$ cat config.mk
export PLATFORM = sky130hd
export DESIGN_NAME = instr_fetch_unit
export DESIGN_NICKNAME = d
export VERILOG_FILES = /design/src/rtl/fetch_pkg.sv /design/src/rtl/fetch_fifo.sv /design/src/rtl/instr_fetch_unit.sv
export SDC_FILE = /design/constraint.sdc
export NUM_CORES = 1
export LEC_CHECK = 0
export ABC_AREA = 1
export ABC_CLOCK_PERIOD_IN_PS = 6700
export CAP_MARGIN = 20
export CORE_ASPECT_RATIO = 1.1
export CORE_MARGIN = 2
export CORE_UTILIZATION = 55
export CTS_CLUSTER_SIZE = 30
export DETAILED_ROUTE_END_ITERATION = 8
export GPL_TIMING_DRIVEN = 1
export PLACE_DENSITY_LB_ADDON = 0.1
export SYNTH_ARGS = -nofsm -noshare
export SYNTH_HDL_FRONTEND = slang
export SYNTH_HIERARCHICAL = 1
export SYNTH_SLANG_ARGS = --single-unit
export TNS_END_PERCENT = 100
$ cat constraint.sdc
create_clock -name clk -period 6.7 [get_ports clk]
set_clock_uncertainty 0.2 [all_clocks]
set_input_delay 1.34 -clock clk [delete_from_list [all_inputs] [get_ports clk]]
set_output_delay 1.34 -clock clk [all_outputs]
set_load 0.05 [all_outputs]
$ cat src/rtl/fetch_pkg.sv
// Shared types and constants for the instruction fetch unit.
package fetch_pkg;
  localparam logic [31:0] RESET_PC_DEFAULT = 32'h0000_0000;
  localparam int          INST_W           = 32;

  typedef enum logic [1:0] {
    FETCH = 2'd0,
    STALL = 2'd1,
    FLUSH = 2'd2
  } fetch_state_e;
endpackage

$ cat src/rtl/fetch_fifo.sv
// Power-of-2 synchronous FIFO with combinational head output (zero when empty).
module fetch_fifo #(
  parameter int DEPTH = 4,
  parameter int WIDTH = 64
) (
  input  logic                   clk,
  input  logic                   rst,
  input  logic                   flush,
  input  logic                   push,
  input  logic [WIDTH-1:0]       push_data,
  input  logic                   pop,
  output logic [WIDTH-1:0]       head_data,
  output logic                   empty,
  output logic [$clog2(DEPTH):0] count
);
  localparam int AW = $clog2(DEPTH);

  logic [WIDTH-1:0] mem [DEPTH];
  logic [AW-1:0]    rd_ptr, wr_ptr;
  logic             full, push_ok, pop_ok;

  assign empty   = (count == '0);
  assign full    = count[AW];
  assign pop_ok  = pop && !empty;
  // a full FIFO still accepts a push when the head leaves in the same cycle
  assign push_ok = push && (!full || pop_ok);

  always_ff @(posedge clk) begin
    if (rst || flush) begin
      rd_ptr <= '0;
      wr_ptr <= '0;
      count  <= '0;
    end else begin
      if (push_ok) wr_ptr <= wr_ptr + 1'b1;
      if (pop_ok)  rd_ptr <= rd_ptr + 1'b1;
      case ({push_ok, pop_ok})
        2'b10:   count <= count + 1'b1;
        2'b01:   count <= count - 1'b1;
        default: ;
      endcase
    end
  end

  always_ff @(posedge clk) begin
    if (push_ok) mem[wr_ptr] <= push_data;
  end

  assign head_data = empty ? '0 : mem[rd_ptr];
endmodule

$ cat src/rtl/instr_fetch_unit.sv
// Credit-based instruction prefetcher with redirect/flush handling.
// Optional perf counters (stall_cycles, redirect_count) under FETCH_PERF_CNT_EN.
module instr_fetch_unit
  import fetch_pkg::*;
#(
  parameter logic [31:0] RESET_PC   = RESET_PC_DEFAULT,
  parameter int          FIFO_DEPTH = 4
) (
  input  logic        clk,
  input  logic        rst,
  output logic        mem_req_valid,
  input  logic        mem_req_ready,
  output logic [31:0] mem_req_addr,
  input  logic        mem_rsp_valid,
  input  logic [31:0] mem_rsp_data,
  input  logic        redirect_valid,
  input  logic [31:0] redirect_pc,
  output logic        inst_valid,
  input  logic        inst_ready,
  output logic [31:0] inst_data,
  output logic [31:0] inst_pc
`ifdef FETCH_PERF_CNT_EN
  ,
  output logic [31:0] stall_cycles,
  output logic [31:0] redirect_count
`endif
);
  localparam int            CW      = $clog2(FIFO_DEPTH) + 1;
  localparam logic [CW:0]   DEPTH_W = (CW+1)'(FIFO_DEPTH);
  localparam logic [CW-1:0] ONE     = CW'(1);

  fetch_state_e state, state_nxt;
  logic [31:0]  fetch_pc, rsp_pc;
  logic [2*INST_W-1:0] head;
  logic [CW-1:0] discard_cnt, discard_nxt, tag_cnt, fifo_cnt;
  logic [CW-1:0] outstanding, out_nxt, fifo_nxt;
  logic tag_empty, fifo_empty, req_acc, rsp_take, rsp_keep, push, pop;

  assign mem_req_valid = !rst && (state == FETCH);
  assign mem_req_addr  = fetch_pc;
  assign req_acc       = mem_req_valid && mem_req_ready;
  assign rsp_take      = mem_rsp_valid && !tag_empty;
  assign rsp_keep      = rsp_take && (discard_cnt == '0);
  assign push          = rsp_keep && !redirect_valid;
  assign pop           = inst_valid && inst_ready && !redirect_valid;
  // tag queue holds every in-flight request, discarded ones included
  assign outstanding   = tag_cnt - discard_cnt;

  fetch_fifo #(.DEPTH(FIFO_DEPTH), .WIDTH(INST_W)) u_tag_q (
    .clk       (clk),
    .rst       (rst),
    .flush     (1'b0),
    .push      (req_acc),
    .push_data (fetch_pc),
    .pop       (rsp_take),
    .head_data (rsp_pc),
    .empty     (tag_empty),
    .count     (tag_cnt)
  );

  fetch_fifo #(.DEPTH(FIFO_DEPTH), .WIDTH(2*INST_W)) u_inst_q (
    .clk       (clk),
    .rst       (rst),
    .flush     (redirect_valid),
    .push      (push),
    .push_data ({rsp_pc, mem_rsp_data}),
    .pop       (pop),
    .head_data (head),
    .empty     (fifo_empty),
    .count     (fifo_cnt)
  );

  assign inst_valid = !fifo_empty;
  assign inst_pc    = head[2*INST_W-1:INST_W];
  assign inst_data  = head[INST_W-1:0];

  always_comb begin
    fifo_nxt    = fifo_cnt;
    out_nxt     = outstanding;
    discard_nxt = discard_cnt;
    state_nxt   = state;
    if (redirect_valid) begin
      fifo_nxt    = '0;
      out_nxt     = '0;
      discard_nxt = tag_cnt + (req_acc ? ONE : '0) - (rsp_take ? ONE : '0);
    end else begin
      fifo_nxt = fifo_cnt + (push ? ONE : '0) - (pop ? ONE : '0);
      out_nxt  = outstanding + (req_acc ? ONE : '0) - (rsp_keep ? ONE : '0);
      if (rsp_take && discard_cnt != '0) discard_nxt = discard_cnt - ONE;
    end
    if (discard_nxt != '0)
      state_nxt = FLUSH;
    else if ({1'b0, fifo_nxt} + {1'b0, out_nxt} >= DEPTH_W)
      state_nxt = STALL;
    else
      state_nxt = FETCH;
  end

  always_ff @(posedge clk) begin
    if (rst) begin
      state       <= FETCH;
      fetch_pc    <= RESET_PC;
      discard_cnt <= '0;
    end else begin
      state       <= state_nxt;
      discard_cnt <= discard_nxt;
      if (redirect_valid)
        fetch_pc <= redirect_pc & 32'hFFFF_FFFC;
      else if (req_acc)
        fetch_pc <= fetch_pc + 32'd4;
    end
  end

`ifdef FETCH_PERF_CNT_EN
  always_ff @(posedge clk) begin
    if (rst) begin
      stall_cycles   <= '0;
      redirect_count <= '0;
    end else begin
      if ((state == STALL || state == FLUSH) && stall_cycles != '1)
        stall_cycles <= stall_cycles + 32'd1;
      if (redirect_valid && redirect_count != '1)
        redirect_count <= redirect_count + 32'd1;
    end
  end
`endif
endmodule

* Word level (Yosys, flattened, before mapping)
Memories as Yosys holds them, arrays and structs flattened. A register that Yosys moved wholly into a read port is not among the register bits. Cells that the tools add are included.
Cells by class: $add $sub $neg 18, $mul 0, div/mod/pow operators 0, order comparisons 1, equality and inequality tests 4, shifts and indexed selects 0, muxes and demuxes 25, bitwise logic cells 0, reductions and logical operators 32
Operator list (number):
- 32-bit 2-to-1 mux | 3
- 64-bit 2-to-1 mux | 1
- 32-bit by 3-bit adder with 32-bit output, second input constant | 1
- 1-bit logical AND | 12
- 3-bit 2-to-1 mux | 4
- 3-bit case mux with 2 select lines | 2
- 1-bit 2-to-1 mux | 10
- 2-bit 2-to-1 mux | 5
- 3-bit zero test | 3
- 3-bit by 1-bit subtractor with 3-bit output | 3
- 3-bit by 1-bit subtractor with 3-bit output, second input constant | 3
- 2-bit by 1-bit adder with 2-bit output, second input constant | 4
- 3-bit by 1-bit adder with 3-bit output | 2
- 3-bit by 1-bit adder with 3-bit output, second input constant | 2
- 1-bit zero test | 6
- 2-bit nonzero test | 3
- 3-bit nonzero test | 2
- 3-bit by 3-bit adder with 4-bit output | 1
- 2-bit by 1-bit == test with 1-bit output, second input constant | 2
- 2-bit == test, second input constant | 2
- 4-bit by 3-bit greater-or-equal comparator with 1-bit output, second input constant | 1
- 2-bit OR reduction | 2
- 3-bit adder | 1
- 1-bit logical OR | 3
- 2 further kinds | 2
Storage, ports and cells: register bits 51, bits in latches 0, RAM bits 384, bits in read-only memories 0, bits of input ports 70, logic and storage cells 93, memories 2
Memory list:
- u_inst_q.mem | depth 4, bits a word 64, rd ports 1, clocked after memory_dff 1, wr ports 1, line fetch_fifo.sv:18 | logic [WIDTH-1:0] mem [DEPTH];
- u_tag_q.mem | depth 4, bits a word 32, rd ports 1, clocked after memory_dff 1, wr ports 1, line fetch_fifo.sv:18

* Longest topological paths before layout
depth in word-level cells 13, depth in mapped cells 21

* Hierarchy
Netlist, hierarchy kept.
By module, submodules not included:
- fetch_fifo (u_inst_q) | times used 1, cells an instance 824, area each 10408.7 um^2
- fetch_fifo (u_tag_q) | times used 1, cells an instance 447, area each 5447.7 um^2
- instr_fetch_unit | times used 1, cells an instance 459, area each 2743.9 um^2

* Least setup slack after synthesis
Ideal clock, no wire load.
kind input port to flip-flop, from input port redirect_valid, to memory u_inst_q.mem[0][0], enable pin, library setup time 0.486 ns, arrival time 4.947 ns, required time 6.014 ns, setup slack 1.066 ns, stages on the path 6, path through buf_2 > buf_2 > buf_2 > nor2_1 > o21ai_2 > nor2_1
Between the ends: word-level cells in the longest chain between the ends 7, elaborated cells on any way between the ends 8, those cells by class 2 x mux; 6 x reduce/logical
RTL lines:
- start, declared | line instr_fetch_unit.sv:16 | input logic redirect_valid,
- 1-bit zero test | line instr_fetch_unit.sv:45 | assign pop = inst_valid && inst_ready && !redirect_valid;
- 1-bit logical AND | line instr_fetch_unit.sv:45
- named net pop | line instr_fetch_unit.sv:37 | logic tag_empty, fifo_empty, req_acc, rsp_take, rsp_keep, push, pop;
- 1-bit logical AND | line fetch_fifo.sv:24 | assign pop_ok = pop && !empty;
- 1-bit logical OR | line fetch_fifo.sv:26 | assign push_ok = push && (!full || pop_ok);
- 1-bit logical AND | line fetch_fifo.sv:26
- 1-bit 2-to-1 mux | line fetch_fifo.sv:45 | if (push_ok) mem[wr_ptr] <= push_data;
- 1-bit 2-to-1 mux (implied by the code) | line fetch_fifo.sv:45
- end, declared | line fetch_fifo.sv:18
The timed path passes the listed nets, and every way through them passes these cells.

==> impl_metrics.toml <==
[die]
core_um2 = 33300
io_pins = 168
start_util_pct = 55.9
die_area_um2 = 35300
die_w_um = 179
row_count = 70
die_y_um = 197

[critical_path]
r2r.worst_path.cells = 19
r2r_start = "u_tag_q/count[1]"
path_class = "reg -> out"
setup.worst_path.start_class = "register"
cp.required_ps = 5160
end_kind = "primary output"
path_max_fanout = 90
reg2reg_to = "state[0]"
cp.arrival_ps = 3560
r2r_slack_ps = 2750

[sta]
fin_crit_sh_pct = 76.1
layout_min_cycle_time_ps = 5100
setup_viol = 0
setup_ws_ps = 1600
fmax_mhz = 196
slew_headroom_pct = 27.9
slew_viol_final = 0
hold_violations = 0
worstMarginPinSlew_ps = 1080
tns_ps = 0
hold_slack_ps = 295
grt_setup_unrepaired = "no"

[yosys]
synth_flop_cell = "edfxtp_1"
ys_seq_area_share_pct = 67.7
synth_cell_types = 32
syn_area_um2 = 18600
syn_avg_cell_area_um2 = 10.8
synth-seq-cells = 437
yosys_warnings = 6
synthCells = 1730
async_flop_share_pct = 0
synth-edff-count = 384

[drt]
routedWlPerCell_um = 17.1
drt-vias-per-instance = 5.36
ant_nets = 0
wl_um = 40200
drt_iter0_markers = 954
first_pass_iters = 7
via_count = 12595
drc = 0

[place]
io_buffers = 163
pre_cts_ws_ps = 1990
hpwl_um = 23200
gp_congestion = 0.847

[clocking]
clkTransAtPathRegs_ps = 60
hold_buffers = 0
insertion_delay_ps = 540
ctsResizeCount = 0
cts_buffers = 43
clockBufferDepth = 3
cts_sinks = 437
htree_levels = 2
cts_tree = "done"
cts_root_buf = "clkbuf_16"
cts_setup_buffers = 0

[layout]
n_fill_cell = 2580
nNetsFinal = 1982
final_cell_mix = "nor2_1 (464), edfxtp_1 (384), o21ai_0 (172)"
syn_to_final_growth_pct = 17.5
drive_gt1_share_pct = 5.84
layout_commonest_cell = "nor2_1"
antennaDiodeCount = 0

[power]
p_per_area_nw_per_um2 = 256
peakVddDrop_mv = 0.180
power.leakage_uw = 0.00763

[grt]
antenna_found_initial = 0
grt_max_degree = 91
grt_pass1_vias = 12142
grtUsageTotal_pct = 22.7
grt-ovfl-total = 0
grt_pass1_wl_um = 62700

[status]
outcome = "complete, no violations"

[hold_path]
holdCritStartpoint = "u_inst_q/rd_ptr[1]"
hold_depth = 2
min_path_type = "reg -> reg"

[run]
maxCapViolCount = 0
-- critical path, stage by stage (launching register included) --
cell             delay, ps
dfxtp_4                630
buf_4                  820
nor2_1                 130
nor2_1                 120
o21ai_0                100
a21oi_1                260
clkdlybuf4s50_1        860
-- registers in the layout, indices dropped and copies added, names as in the netlist, named ones only --
signal / cells
discard_cnt: 3
u_inst_q/rd_ptr: 2
mem_req_addr: 30
u_tag_q/rd_ptr: 2
u_inst_q/mem: 256
u_tag_q/mem: 128
u_tag_q/count: 3
u_inst_q/count: 3
u_inst_q/wr_ptr: 2
state: 2
u_tag_q/wr_ptr: 2
-- report_power, final --
group	internal, µW	switching (µW)
sequential	3000	39.9
combinational	107	192
clock	1290	966
-- metal layers --
metal  up-vias  track usage (%)  wire length [µm]  part of all wire, %
li1       6182                -                 -                    -
met1      5985             30.3             17600                   44
met2       375             38.3             19200                   48
met3        53             4.13              2550                  6.3
met4         0             6.54               874                  2.2
met5         -                0                 0                    0
-- how the worst max path moves through the flow --
stage                   startpoint            endpoint  slack, ps
CTS                       register         inst_pc[18]       1540
finish                    register         inst_pc[18]       1600
global placement               rst       mem_req_valid       1990
floorplan           redirect_valid  u_inst_q/mem[0][0]       1070
global route              register         inst_pc[18]       1400
detailed placement             rst       mem_req_valid       1990
-- logic make-up (layout without fill, tap and decap cells) --
logic type | after synthesis | count (layout) | synth area share, %
other cells | 1 | 11 | 0.0202
compound gates | 363 | 363 | 9.86
fa+ha+maj | 27 | 27 | 2.06
buf+inv | 195 | 372 | 5.10
flops | 437 | 437 | 67.7
simple gates | 696 | 696 | 14.7
xor+xnor | 11 | 11 | 0.518
-- layout make-up --
cell class | instances | area [µm²] | area share (%)
inverter | 111 | 418 | 1.91
sequential | 437 | 12600 | 57.7
timing repair buffer | 184 | 1810 | 8.30
tap | 432 | 541 | 2.47
clock buffer | 58 | 1190 | 5.46
multi-input combinational | 1108 | 5150 | 23.6
clock inverter | 19 | 130 | 0.596
-- cells in the mapped netlist, types with 25 or more instances --
library cell	n	area, µm²
dfxtp_1	53	1060
o21ai_0	172	861
inv_1	104	390
o21ai_1	55	275
nor2_1	472	1770
buf_2	26	130
nand2_1	160	601
nand3_1	48	240
clkbuf_1	25	93.8
a21oi_1	126	631
edfxtp_1	384	11500
-- stage by stage --
step / instances / power [µW] / cell area, µm² / util (%)
2_1_floorplan: 1740 / 3260 / 18600 / -
4_1_cts: 2348 / 5630 / 21800 / 65.6
3_3_place_gp: 2271 / 3390 / 20500 / 61.6
6_report: 2349 / 5590 / 21800 / 65.6
5_1_grt: 2349 / 5780 / 21800 / 65.6
3_5_place_dp: 2271 / 3390 / 20500 / 61.6
Note: power is estimated with default switching activity, not from simulation.
